## src/rtl/uart_terminal_writer.sv

```systemverilog
// Turns bytes from the UART receiver into character RAM writes for the VGA text buffer.
// Keeps a text cursor, decodes control characters, and blanks rows or the whole screen.
module uart_terminal_writer #(
  parameter int          COLUMNS    = 80,
  parameter int          ROWS       = 30,
  parameter int          ADDR_WIDTH = 12,
  parameter logic [7:0]  BLANK_CHAR = 8'h20,
  localparam int         COL_W      = $clog2(COLUMNS),
  localparam int         ROW_W      = $clog2(ROWS)
) (
  input  logic                  clockIN,
  input  logic                  nResetIN,
  input  logic                  rxReadyIN,
  input  logic [7:0]            rxDataIN,
  output logic                  memWriteEnableOUT,
  output logic [ADDR_WIDTH-1:0] memAddressOUT,
  output logic [7:0]            memDataOUT,
  output logic [COL_W-1:0]      cursorColumnOUT,
  output logic [ROW_W-1:0]      cursorRowOUT,
  output logic                  busyOUT,
  output logic                  overflowOUT,
  output logic [1:0]            stateDebugOUT
);

  typedef enum logic [1:0] {
    ST_IDLE         = 2'd0,
    ST_EXEC         = 2'd1,
    ST_CLEAR_ROW    = 2'd2,
    ST_CLEAR_SCREEN = 2'd3
  } state_e;

  localparam logic [COL_W-1:0]      LAST_COL   = COL_W'(COLUMNS - 1);
  localparam logic [ROW_W-1:0]      LAST_ROW   = ROW_W'(ROWS - 1);
  localparam logic [ADDR_WIDTH-1:0] ROW_END    = ADDR_WIDTH'(COLUMNS - 1);
  localparam logic [ADDR_WIDTH-1:0] SCREEN_END = ADDR_WIDTH'(COLUMNS * ROWS - 1);

  state_e                state_q, state_d;
  logic                  sync1_q, sync1_d;
  logic                  sync2_q, sync2_d;
  logic                  hist_q, hist_d;
  logic                  pend_full_q, pend_full_d;
  logic [7:0]            pend_data_q, pend_data_d;
  logic [7:0]            cmd_q, cmd_d;
  logic [COL_W-1:0]      col_q, col_d;
  logic [ROW_W-1:0]      row_q, row_d;
  logic [ADDR_WIDTH-1:0] clr_cnt_q, clr_cnt_d;

  logic                  rx_edge;
  logic                  take;
  logic                  overflow;
  logic                  line_feed;
  logic                  we;
  logic [ADDR_WIDTH-1:0] addr;
  logic [7:0]            data;
  logic [ADDR_WIDTH-1:0] row_base;
  logic [ADDR_WIDTH-1:0] cursor_addr;

  always_ff @(posedge clockIN or negedge nResetIN) begin
    if (!nResetIN) begin
      state_q     <= ST_IDLE;
      sync1_q     <= 1'b0;
      sync2_q     <= 1'b0;
      hist_q      <= 1'b0;
      pend_full_q <= 1'b0;
      pend_data_q <= 8'h00;
      cmd_q       <= 8'h00;
      col_q       <= '0;
      row_q       <= '0;
      clr_cnt_q   <= '0;
    end else begin
      state_q     <= state_d;
      sync1_q     <= sync1_d;
      sync2_q     <= sync2_d;
      hist_q      <= hist_d;
      pend_full_q <= pend_full_d;
      pend_data_q <= pend_data_d;
      cmd_q       <= cmd_d;
      col_q       <= col_d;
      row_q       <= row_d;
      clr_cnt_q   <= clr_cnt_d;
    end
  end

  // Receive side: synchronise the ready level and keep one pending byte.
  // A byte leaving pending in the same cycle frees the slot for a new edge.
  always_comb begin
    sync1_d     = rxReadyIN;
    sync2_d     = sync1_q;
    hist_d      = sync2_q;
    rx_edge     = sync2_q & ~hist_q;
    take        = (state_q == ST_IDLE) && pend_full_q;
    pend_full_d = pend_full_q;
    pend_data_d = pend_data_q;
    overflow    = 1'b0;
    if (take) pend_full_d = 1'b0;
    if (rx_edge) begin
      if (pend_full_q && !take) begin
        overflow = 1'b1;
      end else begin
        pend_full_d = 1'b1;
        pend_data_d = rxDataIN;
      end
    end
  end

  assign row_base    = ADDR_WIDTH'(row_q) * ADDR_WIDTH'(COLUMNS);
  assign cursor_addr = row_base + ADDR_WIDTH'(col_q);

  always_comb begin
    state_d   = state_q;
    cmd_d     = cmd_q;
    col_d     = col_q;
    row_d     = row_q;
    clr_cnt_d = clr_cnt_q;
    line_feed = 1'b0;
    we        = 1'b0;
    addr      = cursor_addr;
    data      = cmd_q;
    case (state_q)
      ST_IDLE: begin
        if (pend_full_q) begin
          state_d = ST_EXEC;
          cmd_d   = pend_data_q;
        end
      end
      ST_EXEC: begin
        state_d   = ST_IDLE;
        clr_cnt_d = '0;
        if (cmd_q >= 8'h20 && cmd_q <= 8'h7E) begin
          we = 1'b1;
          if (col_q == LAST_COL) begin
            col_d     = '0;
            line_feed = 1'b1;
          end else begin
            col_d = col_q + COL_W'(1);
          end
        end else begin
          case (cmd_q)
            8'h0D: col_d = '0;
            8'h0A: line_feed = 1'b1;
            8'h08: begin
              if (col_q != '0) begin
                col_d = col_q - COL_W'(1);
                we    = 1'b1;
                addr  = cursor_addr - ADDR_WIDTH'(1);
                data  = BLANK_CHAR;
              end
            end
            8'h0C: begin
              col_d   = '0;
              row_d   = '0;
              state_d = ST_CLEAR_SCREEN;
            end
            default: ;
          endcase
        end
        // The row being entered is always blanked, whether by LF or by wrap.
        if (line_feed) begin
          row_d   = (row_q == LAST_ROW) ? '0 : row_q + ROW_W'(1);
          state_d = ST_CLEAR_ROW;
        end
      end
      ST_CLEAR_ROW: begin
        we        = 1'b1;
        addr      = row_base + clr_cnt_q;
        data      = BLANK_CHAR;
        clr_cnt_d = clr_cnt_q + ADDR_WIDTH'(1);
        if (clr_cnt_q == ROW_END) state_d = ST_IDLE;
      end
      ST_CLEAR_SCREEN: begin
        we        = 1'b1;
        addr      = clr_cnt_q;
        data      = BLANK_CHAR;
        clr_cnt_d = clr_cnt_q + ADDR_WIDTH'(1);
        if (clr_cnt_q == SCREEN_END) state_d = ST_IDLE;
      end
      default: state_d = ST_IDLE;
    endcase
  end

  assign memWriteEnableOUT = we;
  assign memAddressOUT     = addr;
  assign memDataOUT        = data;
  assign cursorColumnOUT   = col_q;
  assign cursorRowOUT      = row_q;
  assign busyOUT           = (state_q != ST_IDLE);
  assign overflowOUT       = overflow;
  assign stateDebugOUT     = state_q;

endmodule

```

## config.mk

```make
export PLATFORM = sky130hd
export DESIGN_NAME = uart_terminal_writer
export DESIGN_NICKNAME = d
export VERILOG_FILES = /design/src/rtl/uart_terminal_writer.sv
export SDC_FILE = /design/constraint.sdc
export NUM_CORES = 1
export LEC_CHECK = 0
export CAP_MARGIN = 20
export CORE_MARGIN = 3
export CORE_UTILIZATION = 51
export DETAILED_ROUTE_END_ITERATION = 6
export PLACE_DENSITY = 0.85
export SETUP_SLACK_MARGIN = 0.5
export SLEW_MARGIN = 20
export SYNTH_ARGS = -nofsm -noshare
export SYNTH_HDL_FRONTEND = slang
export SYNTH_SLANG_ARGS = --single-unit
export TNS_END_PERCENT = 100
```

## constraint.sdc

```tcl
create_clock -name clockIN -period 4.6 [get_ports clockIN]
set_clock_uncertainty 0.2 [all_clocks]
set_input_delay 1.15 -clock clockIN [delete_from_list [all_inputs] [get_ports clockIN]]
set_output_delay 1.15 -clock clockIN [all_outputs]
set_load 0.005 [all_outputs]
```

# Word level (Yosys, flattened, before mapping)
# Index checks and enable logic that the tools add are counted.
[word_totals]
mem_bits_ro = 0
wordCells = 93
n_memories = 0
out_inout_bits = 37
latchBits = 0
regBits = 46
ram_bits = 0
[op_classes]
mux = 37
n_div = 0
n_eq_ne = 16
n_addsub = 7
n_bitwise = 3
shifts = 0
multipliers = 1
n_reduce_logical = 17
magnitude_cmp = 2
[ops]
columns = ["operator", "count"]
rows = [
  ["two-way mux 12 bit", 3],
  ["case mux 12 bit (3 select lines)", 1],
  ["equality test 8 x 4 -> 1 bit, second input constant", 4],
  ["two-way mux 8 bit", 3],
  ["case mux 12 bit (2 select lines)", 1],
  ["two-way mux 7 bit", 3],
  ["two-way mux 5 bit", 4],
  ["case mux 8 bit (2 select lines)", 1],
  ["case mux 7 bit (2 select lines)", 1],
  ["adder 12 x 1 -> 12 bit, second input constant", 1],
  ["adder 12 bit", 1],
  ["adder 12 x 7 -> 12 bit", 1],
  ["equality test 12 bit, second input constant", 1],
  ["equality test 12 x 7 -> 1 bit, second input constant", 1],
  ["two-way mux 1 bit", 12],
  ["two-way mux 2 bit", 6],
  ["subtractor 12 x 1 -> 12 bit, second input constant", 1],
  ["AND reduction 3 bit", 3],
  [">= comparator 8 x 6 -> 1 bit, second input constant", 1],
  ["<= comparator 8 x 7 -> 1 bit, second input constant", 1],
  ["multiplier 5 x 3 -> 8 bit, second input constant", 1],
  ["case mux 2 bit (4 select lines)", 1],
  ["adder 7 x 1 -> 7 bit, second input constant", 1],
  ["equality test 7 bit, second input constant", 1],
  ["other kinds (19)", 29],
]

# Logic depth before layout (Yosys ltp)
[logic_depth]
depth_word = 7
ltp_mapped = 11

# Worst setup path after synthesis
# OpenSTA, ideal clock, no wires.
[synth_timing]
path_type = "reg2out"
startpoint = "register row_q[1], in the netlist cursorRowOUT[1]"
endpoint = "output memAddressOUT[11]"
required_ns = 3.250
path_stages_with_launch = 12
path_slack_ns = 0.141
t_arrival_ns = 3.109
path_buffers = 0
path_cell_list = "dfrtp_1 > ha_1 > ha_1 > fa_1 > xnor2_1 > inv_1 > ha_1 > nand2_1 > a21oi_1 > or4_1 > a31oi_1 > nand4b_1"
[synth_between]
elab_chain_len = 7
word_cells_on_any_way = 8
classes_between = "3 x add/sub; 1 x mul; 4 x mux"
[synth_lines]
columns = ["element", "line_no", "text"]
rows = [
  ["start: declaration", "45", "logic [ROW_W-1:0] row_q, row_d;"],
  ["start signal: assignment", "79", "row_q <= row_d;"],
  ["multiplier 5 x 3 -> 8 bit (*)", "106", "assign row_base = ADDR_WIDTH'(row_q) * ADDR_WIDTH'(COLUMNS);"],
  ["adder 12 x 7 -> 12 bit", "107", "assign cursor_addr = row_base + ADDR_WIDTH'(col_q);"],
  ["subtractor 12 x 1 -> 12 bit", "145", "addr = cursor_addr - ADDR_WIDTH'(1);"],
  ["two-way mux 12 bit", "142", "if (col_q != '0) begin"],
  ["two-way mux 12 bit", "138", "case (cmd_q)"],
  ["two-way mux 12 bit", "129", "if (cmd_q >= 8'h20 && cmd_q <= 8'h7E) begin"],
  ["case mux 12 bit (3 select lines) (*)", "119", "case (state_q)"],
  ["end: declaration", "16", "output logic [ADDR_WIDTH-1:0] memAddressOUT,"],
]
# Every way passes the cells marked *; elsewhere a longest branch is shown, timed or not.

# Worst setup path after layout
[layout_timing]
startpoint = "register row_q[3], in the netlist cursorRowOUT[3]"
endpoint = "output memAddressOUT[11]"
# Same word-level chain as after synthesis.

==> metrics.cfg <==
[run_status]
status=completed

[setup_path]
critPathMaxFanout=3
cp_cell_sequence=ha_4 -> ha_4 -> fa_2 -> xnor2_4 -> inv_2 -> ha_4 -> a21oi_4 -> inv_2 -> buf_4 -> buf_4 -> buf_4 -> nor3_1 -> o311ai_1 -> nand4b_1 -> buf_2
critical_path_buf_inv_count=6
crit_type=flop to output pin
cp_slowest_cell=dfrtp_1
arrival_ns=3.16
crit_family=adder cells
crit_path_start_kind=flop
rrSetupSlack_ns=1.79
slowest_delay_ns=0.42
required_ns=3.25
end_kind=output pin

[synthesis]
synthArstFlopShare=1.00
yosysWarnings=0
synth-main-ff-cell=dfrtp_1
synth.largest_area_cell=dfrtp_1
synth.top_cell.area_share=0.319
synth_nets=450
ys_seq_area_frac=0.319
synthCells=415
syn_area_sq_um=3610
synth_cell_types=60
synth_edf_count=0
ys_ff_latch=46
syn_area_per_cell_sq_um=8.69
synth.area.top_cells=dfrtp_1, ha_1, mux2_2

[clocking]
cts_made_buffers=5
clockBufferDepth=2
clk_latency_ns=0.31
holdBufCountCts=0
clk_pin_slew_ns=0.09
clockRootBuffer=clkbuf_8
cts_tree=done
htreeDepth=2
cts_num_sinks=46

[timing]
tightest_slew_ns=0.988
period_minus_slack_ns=4.51
rsz0062_at_grt=true
relSlewSlack=0.342
fmax_mhz=222
setup_violations=0
final-max-slew-violation-count=0
finalSetupTns_ns=0
timing.final.crit_share=0.980
hold_violations=0
holdWs_ns=0.167

[power]
power.leakage_nw=2.03
irDropWorstVdd_mv=0.375
powerDensity_nw_per_um2=465

[final_layout]
multi_input_comb_area_sq_um=2680
area_growth_pct=35.3
fillers=499
fin_nets=530
antennaDiodeCount=0
layout-drive-gt1-share=0.266
design_area_sq_um=4880
register_area_sq_um=1150
utilization=0.714

[placed_design]
place_congestion=0.978
io_buffers=47
placed_cell_area_sq_um=4290
hpwl_mm=7.06

[drt]
wl_per_cell_um=18.2
drtIter0Drc=268
vias=3690
routed_wl_mm=10.8
drt_pass1_iterations=7
viasPerCell=6.23
route.detailed.drc=0
ant_nets=0

[grt]
gr-total-overflow=0
antenna_found_initial=0
grt_use_total=0.250
grt_max_degree=47
grt_pass1_wl_mm=16.8
grt_pass1_vias=3499

[floorplan]
die_area_sq_um=8120
start_util=0.528
fp.dieH_um=90.1
die_w_um=90.1
pin_count=48
coreArea_sq_um=6830
rows=30

[flow_run]
timing.max_cap.violations=0

[worst_hold_path]
hp-class=flop to flop

[path summary, 6_finish.rpt]
| kind | start | endpoint | cells past startpoint |
|---|---|---|---|
| max | cursorRowOUT[3] | memAddressOUT[11] | 15 |
| min | sync1_q | hist_d | 0 |
| max reg2reg | cmd_q[4] | cursorColumnOUT[6] | 7 |
| min reg2reg | sync1_q | hist_d | 0 |
| max in group asynchronous | nResetIN | cursorRowOUT[2] | 1 |
| min in group asynchronous | nResetIN | sync1_q | 1 |
[registers in the layout (all words and copies together), names as in the netlist]
signal and flops:
cmd_q 8, hist_d 1, hist_q 1, clr_cnt_q 12
sync1_q 1, cursorRowOUT 5, cursorColumnOUT 7, stateDebugOUT 2
pend_full_q 1, pend_data_q 8
[per-layer routing]
metal	global-route usage	share of wire
met2	0.445	0.51
met1	0.305	0.39
met4	0.0918	0.035
met5	0	0
met3	0.0402	0.062
[cells in the final DEF (no fill, tap or decap), types with 5 or more instances in the layout]
cell	instances
a31oi_1	6
a21oi_1	16
a21o_1	8
o31ai_1	7
ha_4	9
o211ai_1	5
clkdlybuf4s50_1	40
nor2b_1	13
mux2_2	19
o21ai_0	33
and3_1	8
dfrtp_1	43
buf_4	43
ha_1	9
nor3_1	8
xnor2_1	10
nand3_1	15
nor2_1	26
buf_2	5
nand2_1	42
clkbuf_8	5
nand2b_1	6
nand4_1	6
inv_1	10
[worst reg2reg max path: cells and delay by family (launching register included)]
kind	cells	cell delay (ns)
compound gates	5	1.45
flops	1	0.44
buf+inv	1	0.23
simple gates	1	0.37
[cell usage after synthesis, types with 2 or more instances]
cell,n
and3_1,9
a21o_1,8
and4_1,2
o31ai_1,7
nand2b_1,7
o21bai_1,3
o21a_1,2
a211o_1,4
clkbuf_1,14
buf_2,2
nand3_1,16
fa_1,3
or3_1,3
mux2i_1,2
xnor3_1,2
xor2_1,5
a31oi_1,6
a41oi_1,2
or4_1,2
o41ai_1,2
xnor2_1,13
a22oi_1,3
mux2_2,19
nor2_1,28
a211oi_1,2
o22ai_1,4
o311ai_0,3
and2_1,4
nand2_1,44
nor2b_1,13
o211ai_1,5
nand4_1,6
o21ai_0,34
ha_1,21
inv_1,12
nor3_1,12
dfrtp_1,46
a21oi_1,22
nand3b_1,2
[where the power goes]
group	internal, mW	total, mW	switching [mW]	leakage (nW)
registers	0.540	0.736	0.196	0.571
clock network	0.163	0.311	0.148	0.0585
logic	0.614	1.22	0.606	1.40
[per-stage QoR]
stage	instances	total power [mW]	setup WS (ns)
floorplan	415	1.41	0.510
CTS	577	2.20	0.211
finish	592	2.27	0.0907
detailed placement	554	1.83	-0.0133
global placement	554	1.79	0.0411
global route	592	2.42	0.00802
[cell families after synthesis]
kind of cell             Yosys count  synth area share
multiplexers                      21            0.0649
AO/OA/AOI/OAI                    117             0.211
buffers and inverters             29            0.0330
XOR/XNOR                          20            0.0562
AND/OR/NAND/NOR                  158             0.227
flip-flops                        46             0.319
adder cells (fa/ha/maj)           24            0.0895
[area by class of cell]
| class | count | share of cell area |
|---|---|---|
| clock buffers | 5 | 0.0141 |
| flip-flops and latches | 46 | 0.237 |
| repair buffers | 90 | 0.157 |
| inverters | 12 | 0.00923 |
| well taps | 96 | 0.0246 |
| multi-input cells | 340 | 0.549 |
| clock inverters | 3 | 0.00897 |
[what timing repair did]
item,CTS,global route
gates resized for setup,44,31
setup endpoints to repair,14,13
buffers inserted,15,15
pin swaps,16,17
Note: power is estimated with default switching activity, not from simulation.
